## config.mk

```make
export PLATFORM = sky130hd
export DESIGN_NAME = tx_char_scheduler
export DESIGN_NICKNAME = d
export VERILOG_FILES = /design/src/rtl/spw_tx_pkg.sv /design/src/rtl/tx_pend_counter.sv /design/src/rtl/tx_char_scheduler.sv
export SDC_FILE = /design/constraint.sdc
export NUM_CORES = 1
export LEC_CHECK = 0
export ABC_AREA = 1
export BUFFER_PORTS_ARGS = -buffer_cell sky130_fd_sc_hd__buf_4
export CORE_MARGIN = 4
export CORE_UTILIZATION = 53
export DETAILED_ROUTE_END_ITERATION = 10
export MAX_ROUTING_LAYER = met4
export PLACE_DENSITY = 0.83
export SYNTH_ARGS = -nofsm -noshare
export SYNTH_HDL_FRONTEND = slang
export SYNTH_SLANG_ARGS = --single-unit
```

## constraint.sdc

```tcl
create_clock -name pclk_tx -period 4.05 [get_ports pclk_tx]
set_input_delay 0.81 -clock pclk_tx [delete_from_list [all_inputs] [get_ports pclk_tx]]
set_output_delay 0.81 -clock pclk_tx [all_outputs]
set_load 0.03 [all_outputs]
```

## src/rtl/spw_tx_pkg.sv

```systemverilog
// spw_tx_pkg: token codes, control-char constants and scheduler states shared by the TX path
package spw_tx_pkg;
  typedef enum logic [2:0] {
    TOK_NULL  = 3'd0,
    TOK_FCT   = 3'd1,
    TOK_DATA  = 3'd2,
    TOK_EOP   = 3'd3,
    TOK_EEP   = 3'd4,
    TOK_TIMEC = 3'd5
  } tok_e;
  typedef enum logic [1:0] {
    S_IDLE,
    S_SELECT,
    S_PRESENT
  } sched_e;
  localparam logic [8:0] EOP_CODE = 9'h100;
  localparam logic [8:0] EEP_CODE = 9'h101;
  // Control chars other than EOP are reported as EEP so a corrupt head still ends the packet
  function automatic tok_e nchar_type(input logic [8:0] d);
    if (!d[8]) return TOK_DATA;
    else if (d == EOP_CODE) return TOK_EOP;
    else return TOK_EEP;
  endfunction
endpackage

```

## src/rtl/tx_pend_counter.sv

```systemverilog
// tx_pend_counter: saturating up/down counter of owed FCTs with synchronous clear
module tx_pend_counter #(
  parameter int W = 3
) (
  input  logic         clk_i,
  input  logic         rst_ni,
  input  logic         clr_i,
  input  logic         inc_i,
  input  logic         dec_i,
  output logic [W-1:0] cnt_o
);
  logic [W-1:0] cnt_q, cnt_d;
  // Simultaneous inc and dec cancel; inc sticks at all-ones, dec stops at zero
  always_comb
    cnt_d = clr_i ? '0 :
            (inc_i && !dec_i && cnt_q != '1) ? cnt_q + 1'b1 :
            (dec_i && !inc_i && cnt_q != '0) ? cnt_q - 1'b1 : cnt_q;
  // Count register
  always_ff @(posedge clk_i)
    if (!rst_ni) cnt_q <= '0;
    else cnt_q <= cnt_d;
  assign cnt_o = cnt_q;
endmodule

```

## src/rtl/tx_char_scheduler.sv

```systemverilog
// tx_char_scheduler: picks TIMEC/FCT/N-char/NULL per token slot and hands it to the encoder
module tx_char_scheduler
  import spw_tx_pkg::*;
#(
  parameter int GAP_CYCLES = 3,
  parameter int FCT_PEND_W = 3
) (
  input  logic       pclk_tx,
  input  logic       enable_tx,
  input  logic       send_null_tx,
  input  logic       send_fct_tx,
  input  logic       send_char_tx,
  input  logic [5:0] fct_counter_p,
  input  logic       fct_req,
  input  logic       tick_tx,
  input  logic [7:0] time_in,
  input  logic       data_valid_tx,
  input  logic [8:0] data_tx,
  output logic       data_rd_tx,
  output logic       tok_valid,
  input  logic       tok_ready,
  output logic [2:0] tok_type,
  output logic [7:0] tok_data,
  output logic       char_sent,
  output logic       fct_ack
);
  localparam int GW = GAP_CYCLES > 0 ? $clog2(GAP_CYCLES + 1) : 1;
  sched_e state_q, state_d;
  tok_e tok_type_q, tok_type_d;
  logic [7:0] tok_data_q, tok_data_d, time_q, time_d;
  logic tick_pend_q, tick_pend_d;
  logic [GW-1:0] gap_q, gap_d;
  logic [FCT_PEND_W-1:0] fct_pend;
  logic xfer, nchar_xfer;
  // A dropped link kills the token immediately, so nothing counts as transferred
  assign tok_valid  = state_q == S_PRESENT && send_null_tx;
  assign xfer       = tok_valid && tok_ready;
  assign nchar_xfer = xfer && tok_type_q inside {TOK_DATA, TOK_EOP, TOK_EEP};
  assign data_rd_tx = nchar_xfer;
  assign char_sent  = nchar_xfer;
  assign fct_ack    = xfer && tok_type_q == TOK_FCT;
  assign tok_type   = tok_type_q;
  assign tok_data   = tok_data_q;
  tx_pend_counter #(.W(FCT_PEND_W)) u_fct_pend (
    .clk_i (pclk_tx),
    .rst_ni(enable_tx),
    .clr_i (!send_null_tx),
    .inc_i (fct_req),
    .dec_i (fct_ack),
    .cnt_o (fct_pend)
  );
  // Slot FSM, token choice latched in SELECT, and time-code / gap bookkeeping
  always_comb begin
    state_d    = state_q;
    tok_type_d = tok_type_q;
    tok_data_d = tok_data_q;
    unique case (state_q)
      S_IDLE: state_d = S_SELECT;
      S_SELECT: begin
        state_d = S_PRESENT;
        if (tick_pend_q && send_char_tx) begin
          tok_type_d = TOK_TIMEC;
          tok_data_d = time_q;
        end else if (fct_pend != '0 && send_fct_tx) begin
          tok_type_d = TOK_FCT;
          tok_data_d = '0;
        end else if (send_char_tx && data_valid_tx && fct_counter_p != '0 && gap_q == '0) begin
          tok_type_d = nchar_type(data_tx);
          tok_data_d = data_tx[8] ? 8'h00 : data_tx[7:0];
        end else begin
          tok_type_d = TOK_NULL;
          tok_data_d = '0;
        end
      end
      S_PRESENT: state_d = tok_ready ? S_SELECT : S_PRESENT;
      default: state_d = S_IDLE;
    endcase
    if (!send_null_tx) state_d = S_IDLE;
    time_d      = tick_tx ? time_in : time_q;
    tick_pend_d = !send_null_tx ? 1'b0 : tick_tx ? 1'b1 :
                  (xfer && tok_type_q == TOK_TIMEC) ? 1'b0 : tick_pend_q;
    gap_d       = !send_null_tx ? '0 : nchar_xfer ? GW'(GAP_CYCLES) :
                  gap_q != '0 ? gap_q - 1'b1 : gap_q;
  end
  // State and token registers
  always_ff @(posedge pclk_tx)
    if (!enable_tx) begin
      state_q     <= S_IDLE;
      tok_type_q  <= TOK_NULL;
      tok_data_q  <= '0;
      time_q      <= '0;
      tick_pend_q <= 1'b0;
      gap_q       <= '0;
    end else begin
      state_q     <= state_d;
      tok_type_q  <= tok_type_d;
      tok_data_q  <= tok_data_d;
      time_q      <= time_d;
      tick_pend_q <= tick_pend_d;
      gap_q       <= gap_d;
    end
endmodule

```

=== After elaboration in Yosys (flattened, before gate mapping) ===
Index checks and enable logic that the tools add are counted.

* $add $sub $neg: 3
* Equal/unequal tests: 9
* Muxes and demuxes: 17
* Reductions and logical operators: 26

{| class="wikitable"
|+ Operators by type and width
! cell !! number
|-
| $mux W8 || 4
|-
| $mux W3 || 7
|-
| $logic_and A1 B1 Y1 || 14
|-
| $eq A9 B9 Y1 const B || 1
|-
| $reduce_bool A2 Y1 || 4
|-
| $eq A3 B2 Y1 const B || 2
|-
| $eq A3 B3 Y1 const B || 2
|-
| $mux W2 || 3
|-
| $pmux W2 S3 || 1
|-
| $reduce_bool A3 Y1 || 2
|-
| $reduce_bool A6 Y1 || 1
|-
| $logic_not A2 Y1 || 2
|-
| $add A3 B1 Y3 const B || 1
|-
| $eq A3 B1 Y1 const B || 1
|-
| $ne A3 B3 Y1 const B || 1
|-
| $sub A3 B1 Y3 const B || 1
|-
| $eq A2 B1 Y1 const B || 1
|-
| $eq A2 B2 Y1 const B || 1
|-
| $logic_not A1 Y1 || 2
|-
| $mux W1 || 2
|-
| $reduce_and A2 Y1 || 1
|-
| $sub A2 B1 Y2 const B || 1
|}

* Flip-flop bits (word level): 27
* Input port bits: 32
* Output and inout port bits: 15
* Logic and storage cells: 62

=== Logic depth before layout (Yosys ltp) ===
Gate-level depths: netlist (run 1).

* Depth in word-level cells: 8
* Depth in mapped cells: 10
* Depth with buffers taken out: 10

=== Hierarchy ===
Synthesis (run 1) repeated with hierarchy kept, for this count alone.

* Cell total of the unflattened synthesis: 206
* Area total of the unflattened synthesis: 1403.8 um2

{| class="wikitable"
|+ Modules (own cells, without submodules)
! module !! times used !! cells an instance !! area an instance (um2) !! seq. area each (um2)
|-
| tx_char_scheduler || 1 || 173 || 1182.4 || 480.5
|-
| tx_pend_counter || 1 || 33 || 221.5 || 60.1
|}

=== Worst setup path after synthesis (run 1) ===
OpenSTA, ideal clock, no wires.

* Path type: input -> output
* From: input port tok_ready
* To: output port data_rd_tx
* Data arrival time: 1.787 ns
* Setup slack: 1.453 ns
* Stages on the path: 3
* Path buffers: 1
* Path through: nand4_4 a21oi_1 buf_4

* Cells in the longest elaborated chain, start to end: 2

{| class="wikitable"
|+ RTL lines
! element !! line !! source
|-
| start, declared || tx_char_scheduler.sv:21 || <nowiki>input logic tok_ready,</nowiki>
|-
| $logic_and A1 B1 Y1 || tx_char_scheduler.sv:37 || <nowiki>assign xfer = tok_valid && tok_ready;</nowiki>
|-
| $logic_and A1 B1 Y1 || tx_char_scheduler.sv:38 || <nowiki>assign nchar_xfer = xfer && tok_type_q inside {TOK_DATA, TOK_EOP, TOK_EEP};</nowiki>
|-
| end, declared || tx_char_scheduler.sv:19 || <nowiki>output logic data_rd_tx,</nowiki>
|}

Every way passes these cells.

=== Worst setup path after layout (run 1) ===
Ends and elaborated chain as after synthesis.

==> results.ini, run 1 <==
[place]
place.gp.congestion = 0.933
port_buffers = 46
dpl.hpwl_mm = 2.45
detailedPlace.worstSlack_ns = 1.73

[critical_path]
reg2reg_from = tok_type[2]$_SDFFE_PN0N_
required_ns = 3.24
start_kind = primary input
critPathKind = primary input to output pin
end_kind = output pin
r2r_end = u_fct_pend.cnt_o[2]$_SDFFE_PN0P_
cp_data_arrival_time_ns = 1.50
reg2reg_slack_ns = 2.56
rr_worst_depth = 8
crit_fanout = 4

[clock_tree]
clk_pin_slew_ns = 0.13
clkLatencyLatePin_ns = 0.31
cts-root-buf = clkbuf_4
post-cts-setup-buffers = 0
clock-sinks = 27
cts-buffers-inserted = 3
cts_tree = built
h-tree-depth = 1
clockBufferDepth = 2
postCtsHoldBufs = 0
cts.repair.resized = 0

[detailed_routing]
via_per_inst = 4.94
drt_iter0_markers = 52
drcViolationCount = 0
dr.pass1.iters = 4
wirelength_mm = 3.07
drtAntennaViolNets = 0
vias = 1423
routedWlPerCell_microns = 10.7

[sta]
fin_hold_ws_ns = 0.469
fin_crit_sh = 0.571
tightest_slew_ns = 0.269
skew_ns = 0.00157
setup-violations-final = 0
rsz0062_at_grt = no
max_freq_mhz = 432
final_max_slew_viol_count = 0
maxSlewHeadroom = 0.820
tns_ns = 0
finalHoldViolCount = 0
period_needed_ns = 2.31
setup_ws_ns = 1.74

[min_path]
holdCritPathClass = flip-flop to flip-flop
min_from = time_q[0]$_SDFFE_PN0P_
min_path_cells = 2
min_to = time_q[0]$_SDFFE_PN0P_

[final_layout]
final_util = 0.719
fillCellCount = 233
area_growth_pct = 27.7
final_nets = 293
n_antenna_cell = 0
final_common_cell = buf_4
final_cell_mix = buf_4, nor2_1, nand2_1, dfxtp_1, inv_1
drive_gt1_frac = 0.236

[floorplanning]
coreArea_sq_mm = 0.00250
die_h_microns = 59.5
rows = 18
chipWidth_microns = 59.5
initial_core_util = 0.563
io_pins = 47
dieArea_sq_mm = 0.00354

[synthesis]
ys_async_sr_fraction = 0
synth_cells = 212
yosys_register_bits = 27
synthFlopType = dfxtp_1
synth_edf_count = 0
avgSynthCellArea_sq_um = 6.64
synth_cell_types = 25
synth_nets = 246
yosysWarnings = 0
netlist_area_sq_mm = 0.00141
synth-seq-area-share = 0.384

[power_and_ir_drop]
total_power_w = 0.000515
peakVddDrop_uv = 201
p_leak_nw = 0.852
p_per_area_mw_per_mm2 = 286

[global_route]
grt_usage = 0.190
antenna_found_initial = 0
grt_pass1_wl_mm = 5.14
grt_pass1_vias = 1270
grt_start_max_net_pins = 22
grt_overflow = 0

[status]
outcome = complete, no violations

[flow_run]
max_cap_viol_count = 0

## logic make-up after synthesis
group,share of synthesized area
AOI/OAI and AO/OA,0.167
buffers and inverters,0.0960
adders and majority gates,0.0231
and+or+nand+nor,0.324
xor gates and xnor gates,0.00622
DFF,0.384
## flip-flops by register name, summed over array words and instances (netlist names)
signal,count
state_q,2
u_fct_pend.cnt_o,3
tick_pend_q,1
time_q,8
gap_q,2
tok_data,8
tok_type,3
## Yosys cell counts, types with 2 or more instances
master,count,area share
nor2_1,45,0.12
buf_2,2,0.0071
a21oi_1,19,0.068
nand3_1,14,0.050
dfxtp_1,27,0.38
o21ai_1,2,0.0071
inv_1,24,0.064
nand3_2,2,0.014
inv_2,2,0.0053
o21ai_0,21,0.075
nand2_2,4,0.018
nand2_1,35,0.093
clkinv_1,3,0.0080
## critical path: stages
cell and delay, ns:
buf_4 0.10, nand4_4 0.13, a21oi_1 0.24, buf_4 0.21
## layer usage
layer / share of wire / vias up / global-route usage
li1: - / 764 / -
met5: 0 / - / -
met4: 0.012 / 0 / 0.0506
met2: 0.44 / 45 / 0.300
met1: 0.46 / 610 / 0.250
met3: 0.081 / 4 / 0.0327
## where the power goes
group	switching [W]	total, W	leakage, nW	internal (W)
clock	0.0000726	0.000111	0.0150	0.0000384
combinational	0.0000637	0.000112	0.615	0.0000487
sequential	0.0000103	0.000292	0.222	0.000281
total	0.000147	0.000515	0.852	0.000368
## per-stage QoR
step                      std cells  cell area, sq um
final                           288              1800
after global routing            288              1800
after CTS                       288              1800
after detailed placement        284              1770
after global placement          284              1770
after floorplan                 212              1410
## worst max path at each step
| stage | end | startpoint | depth (start not counted) |
|---|---|---|---|
| after global placement | data_rd_tx | tok_ready | 4 |
| after global routing | data_rd_tx | tok_ready | 4 |
| after floorplan | data_rd_tx | tok_ready | 3 |
| after CTS | data_rd_tx | tok_ready | 4 |
| final | data_rd_tx | tok_ready | 4 |
| after detailed placement | data_rd_tx | tok_ready | 4 |
## layout make-up
| cell class | count | area [sq um] | area share |
|---|---|---|---|
| well taps | 30 | 37.5 | 0.0209 |
| clock buffers | 4 | 26.3 | 0.0146 |
| flip-flops and latches | 27 | 541 | 0.301 |
| multi-input cells | 151 | 732 | 0.407 |
| repair buffers | 47 | 353 | 0.196 |
| inverters | 29 | 109 | 0.0605 |
(Power assumes the default switching activity.)
==> run 2: changes to the inputs <==
--- a/config.mk
+++ b/config.mk
@@ -8,10 +8,10 @@
 export ABC_AREA = 1
 export BUFFER_PORTS_ARGS = -buffer_cell sky130_fd_sc_hd__buf_4
 export CORE_MARGIN = 4
-export CORE_UTILIZATION = 53
+export CORE_UTILIZATION = 45
 export DETAILED_ROUTE_END_ITERATION = 10
 export MAX_ROUTING_LAYER = met4
-export PLACE_DENSITY = 0.83
+export PLACE_DENSITY = 0.75
 export SYNTH_ARGS = -nofsm -noshare
 export SYNTH_HDL_FRONTEND = slang
 export SYNTH_SLANG_ARGS = --single-unit
==> constraint.sdc (replaced) <==
create_clock -name pclk_tx -period 1.88 [get_ports pclk_tx]
set_input_delay 0.376 -clock pclk_tx [delete_from_list [all_inputs] [get_ports pclk_tx]]
set_output_delay 0.376 -clock pclk_tx [all_outputs]
set_load 0.03 [all_outputs]
==> results.ini, run 2 (synthesis results as in run 1) <==
[sta]
max_freq_mhz = 594
setup-violations-final = 0  ; unchanged
fin_crit_sh = 0.895
setup_ws_ns = 0.198  ; was 1.74 ns
tns_ns = 0  ; unchanged
finalHoldViolCount = 0  ; unchanged
rsz0062_at_grt = no  ; unchanged
final_max_slew_viol_count = 0  ; unchanged
skew_ns = 0.00324  ; was 0.00157 ns
period_needed_ns = 1.68
tightest_slew_ns = 0.289  ; was 0.269 ns
fin_hold_ws_ns = 0.259  ; was 0.469 ns
maxSlewHeadroom = 0.806  ; was 0.820

[clock_tree]
h-tree-depth = 1  ; unchanged
clock-sinks = 27  ; unchanged
postCtsHoldBufs = 0  ; unchanged
clockBufferDepth = 2  ; unchanged
cts.repair.resized = 0  ; unchanged
clkLatencyLatePin_ns = 0.32  ; was 0.31 ns
clk_pin_slew_ns = 0.14  ; was 0.13 ns
cts-buffers-inserted = 3  ; unchanged
post-cts-setup-buffers = 0  ; unchanged
cts-root-buf = clkbuf_4  ; unchanged
cts_tree = built  ; unchanged

[detailed_routing]
drcViolationCount = 0  ; unchanged
routedWlPerCell_microns = 10.6  ; was 10.7 microns
dr.pass1.iters = 4  ; unchanged
via_per_inst = 4.58  ; was 4.94
vias = 1382  ; was 1423
wirelength_mm = 3.21  ; was 3.07 mm
drt_iter0_markers = 54  ; was 52
drtAntennaViolNets = 0  ; unchanged

[global_route]
grt_overflow = 0  ; unchanged
grt_pass1_vias = 1206  ; was 1270
grt_usage = 0.164  ; was 0.190
antenna_found_initial = 0  ; unchanged
grt_start_max_net_pins = 21  ; was 22
grt_pass1_wl_mm = 5.27  ; was 5.14 mm

[power_and_ir_drop]
p_per_area_mw_per_mm2 = 615  ; was 286 mW/mm^2
peakVddDrop_uv = 436  ; was 201 uV
p_leak_nw = 0.852  ; about the same

[final_layout]
final_cell_area_sq_mm = 0.00182  ; was 0.00180 sq mm
area_growth_pct = 29.2  ; was 27.7%
final_common_cell = buf_4  ; unchanged
final_nets = 293  ; unchanged
drive_gt1_frac = 0.240  ; was 0.236
final_cell_mix = buf_4, nor2_1, nand2_1, dfxtp_1, inv_1  ; unchanged
n_antenna_cell = 0  ; unchanged
finalNonFillerCells = 302  ; was 288

[floorplanning]
die_h_microns = 63.9  ; was 59.5 microns
io_pins = 47  ; unchanged
chipWidth_microns = 63.9  ; was 59.5 microns
rows = 20  ; was 18
dieArea_sq_mm = 0.00409  ; was 0.00354 sq mm
initial_core_util = 0.465  ; was 0.563
coreArea_sq_mm = 0.00303  ; was 0.00250 sq mm

[critical_path]
r2r_end = u_fct_pend.cnt_o[2]$_SDFFE_PN0P_  ; unchanged
required_ns = 1.50  ; was 3.24 ns
start_kind = flip-flop  ; was primary input
critPathLaunch = state_q[0]$_SDFF_PN0_  ; was tok_ready
crit_end = data_rd_tx  ; unchanged
reg2reg_slack_ns = 0.40  ; was 2.56 ns
reg2reg_from = tok_type[1]$_SDFFE_PN0N_  ; was tok_type[2]$_SDFFE_PN0N_
crit_fanout = 4  ; unchanged
critPathKind = flip-flop to output pin  ; was primary input to output pin
end_kind = output pin  ; unchanged
cp_data_arrival_time_ns = 1.31  ; was 1.50 ns
rr_worst_depth = 8  ; unchanged

[place]
placed_cells = 298  ; was 284
dpl.hpwl_mm = 2.45  ; about the same
detailedPlace.worstSlack_ns = 0.374  ; was 1.73 ns
place.gp.congestion = 0.797  ; was 0.933
postPlaceCellArea_sq_mm = 0.00179  ; was 0.00177 sq mm
port_buffers = 46  ; unchanged

[flow_run]
max_cap_viol_count = 0  ; unchanged

[min_path]
holdCritPathClass = primary input to flip-flop  ; was flip-flop to flip-flop

[status]
outcome = complete, no violations  ; unchanged

run 2: changes by cell type in the layout (fill, tap and decap cells not counted):
cell,delta
a21oi_2,+1
a21oi_1,-1
run 2: report_power, final:
part	switching [W]	internal, W
clock network	0.000165	0.0000831
logic	0.000138	0.000105
registers	0.0000227	0.000606
total	0.000326	0.000794
run 2: worst max-delay path, cell delays in order (launching register included):
cell     delay (ns)
dfxtp_1        0.34
inv_1          0.13
nand4_4        0.14
a21oi_2        0.19
buf_4          0.19
run 2: how the worst min path moves through the flow:
stage                                      start                      to  slack, ns  cells past startpoint
after global placement    time_q[0]$_SDFFE_PN0P_  time_q[0]$_SDFFE_PN0P_       0.44                      2
after global routing                  time_in[4]  time_q[4]$_SDFFE_PN0P_       0.25                      3
after detailed placement  time_q[0]$_SDFFE_PN0P_  time_q[0]$_SDFFE_PN0P_       0.45                      2
after floorplan           time_q[0]$_SDFFE_PN0P_  time_q[0]$_SDFFE_PN0P_       0.43                      2
final                                 time_in[5]  time_q[5]$_SDFFE_PN0P_       0.26                      3
after CTS                             time_in[7]  time_q[7]$_SDFFE_PN0P_       0.25                      3
run 2: metrics by stage:
step                      total power, W  utilization
after global routing             0.00118        0.601
after global placement          0.000882        0.591
final                            0.00112        0.601
after floorplan                 0.000777            -
after CTS                        0.00113        0.600
after detailed placement        0.000884        0.591
run 2: final cells by class:
class                           instances  area [sq um]
Clock buffer                            4          26.3
Tap cell                               44          55.1
Sequential cell                        27           541
Inverter                               29           109
Timing Repair Buffer                   47           353
Fill cell                             296          1210
Multi-Input combinational cell        151           736
run 2: metal layers:
layer  up-vias  share of wire  GRT usage  wire (microns)
met5         -              0          -               0
met3         5          0.060     0.0351             192
met2        32           0.43      0.258            1380
met1       580           0.49      0.205            1580
li1        765              -          -               -
met4         0          0.017     0.0647              53
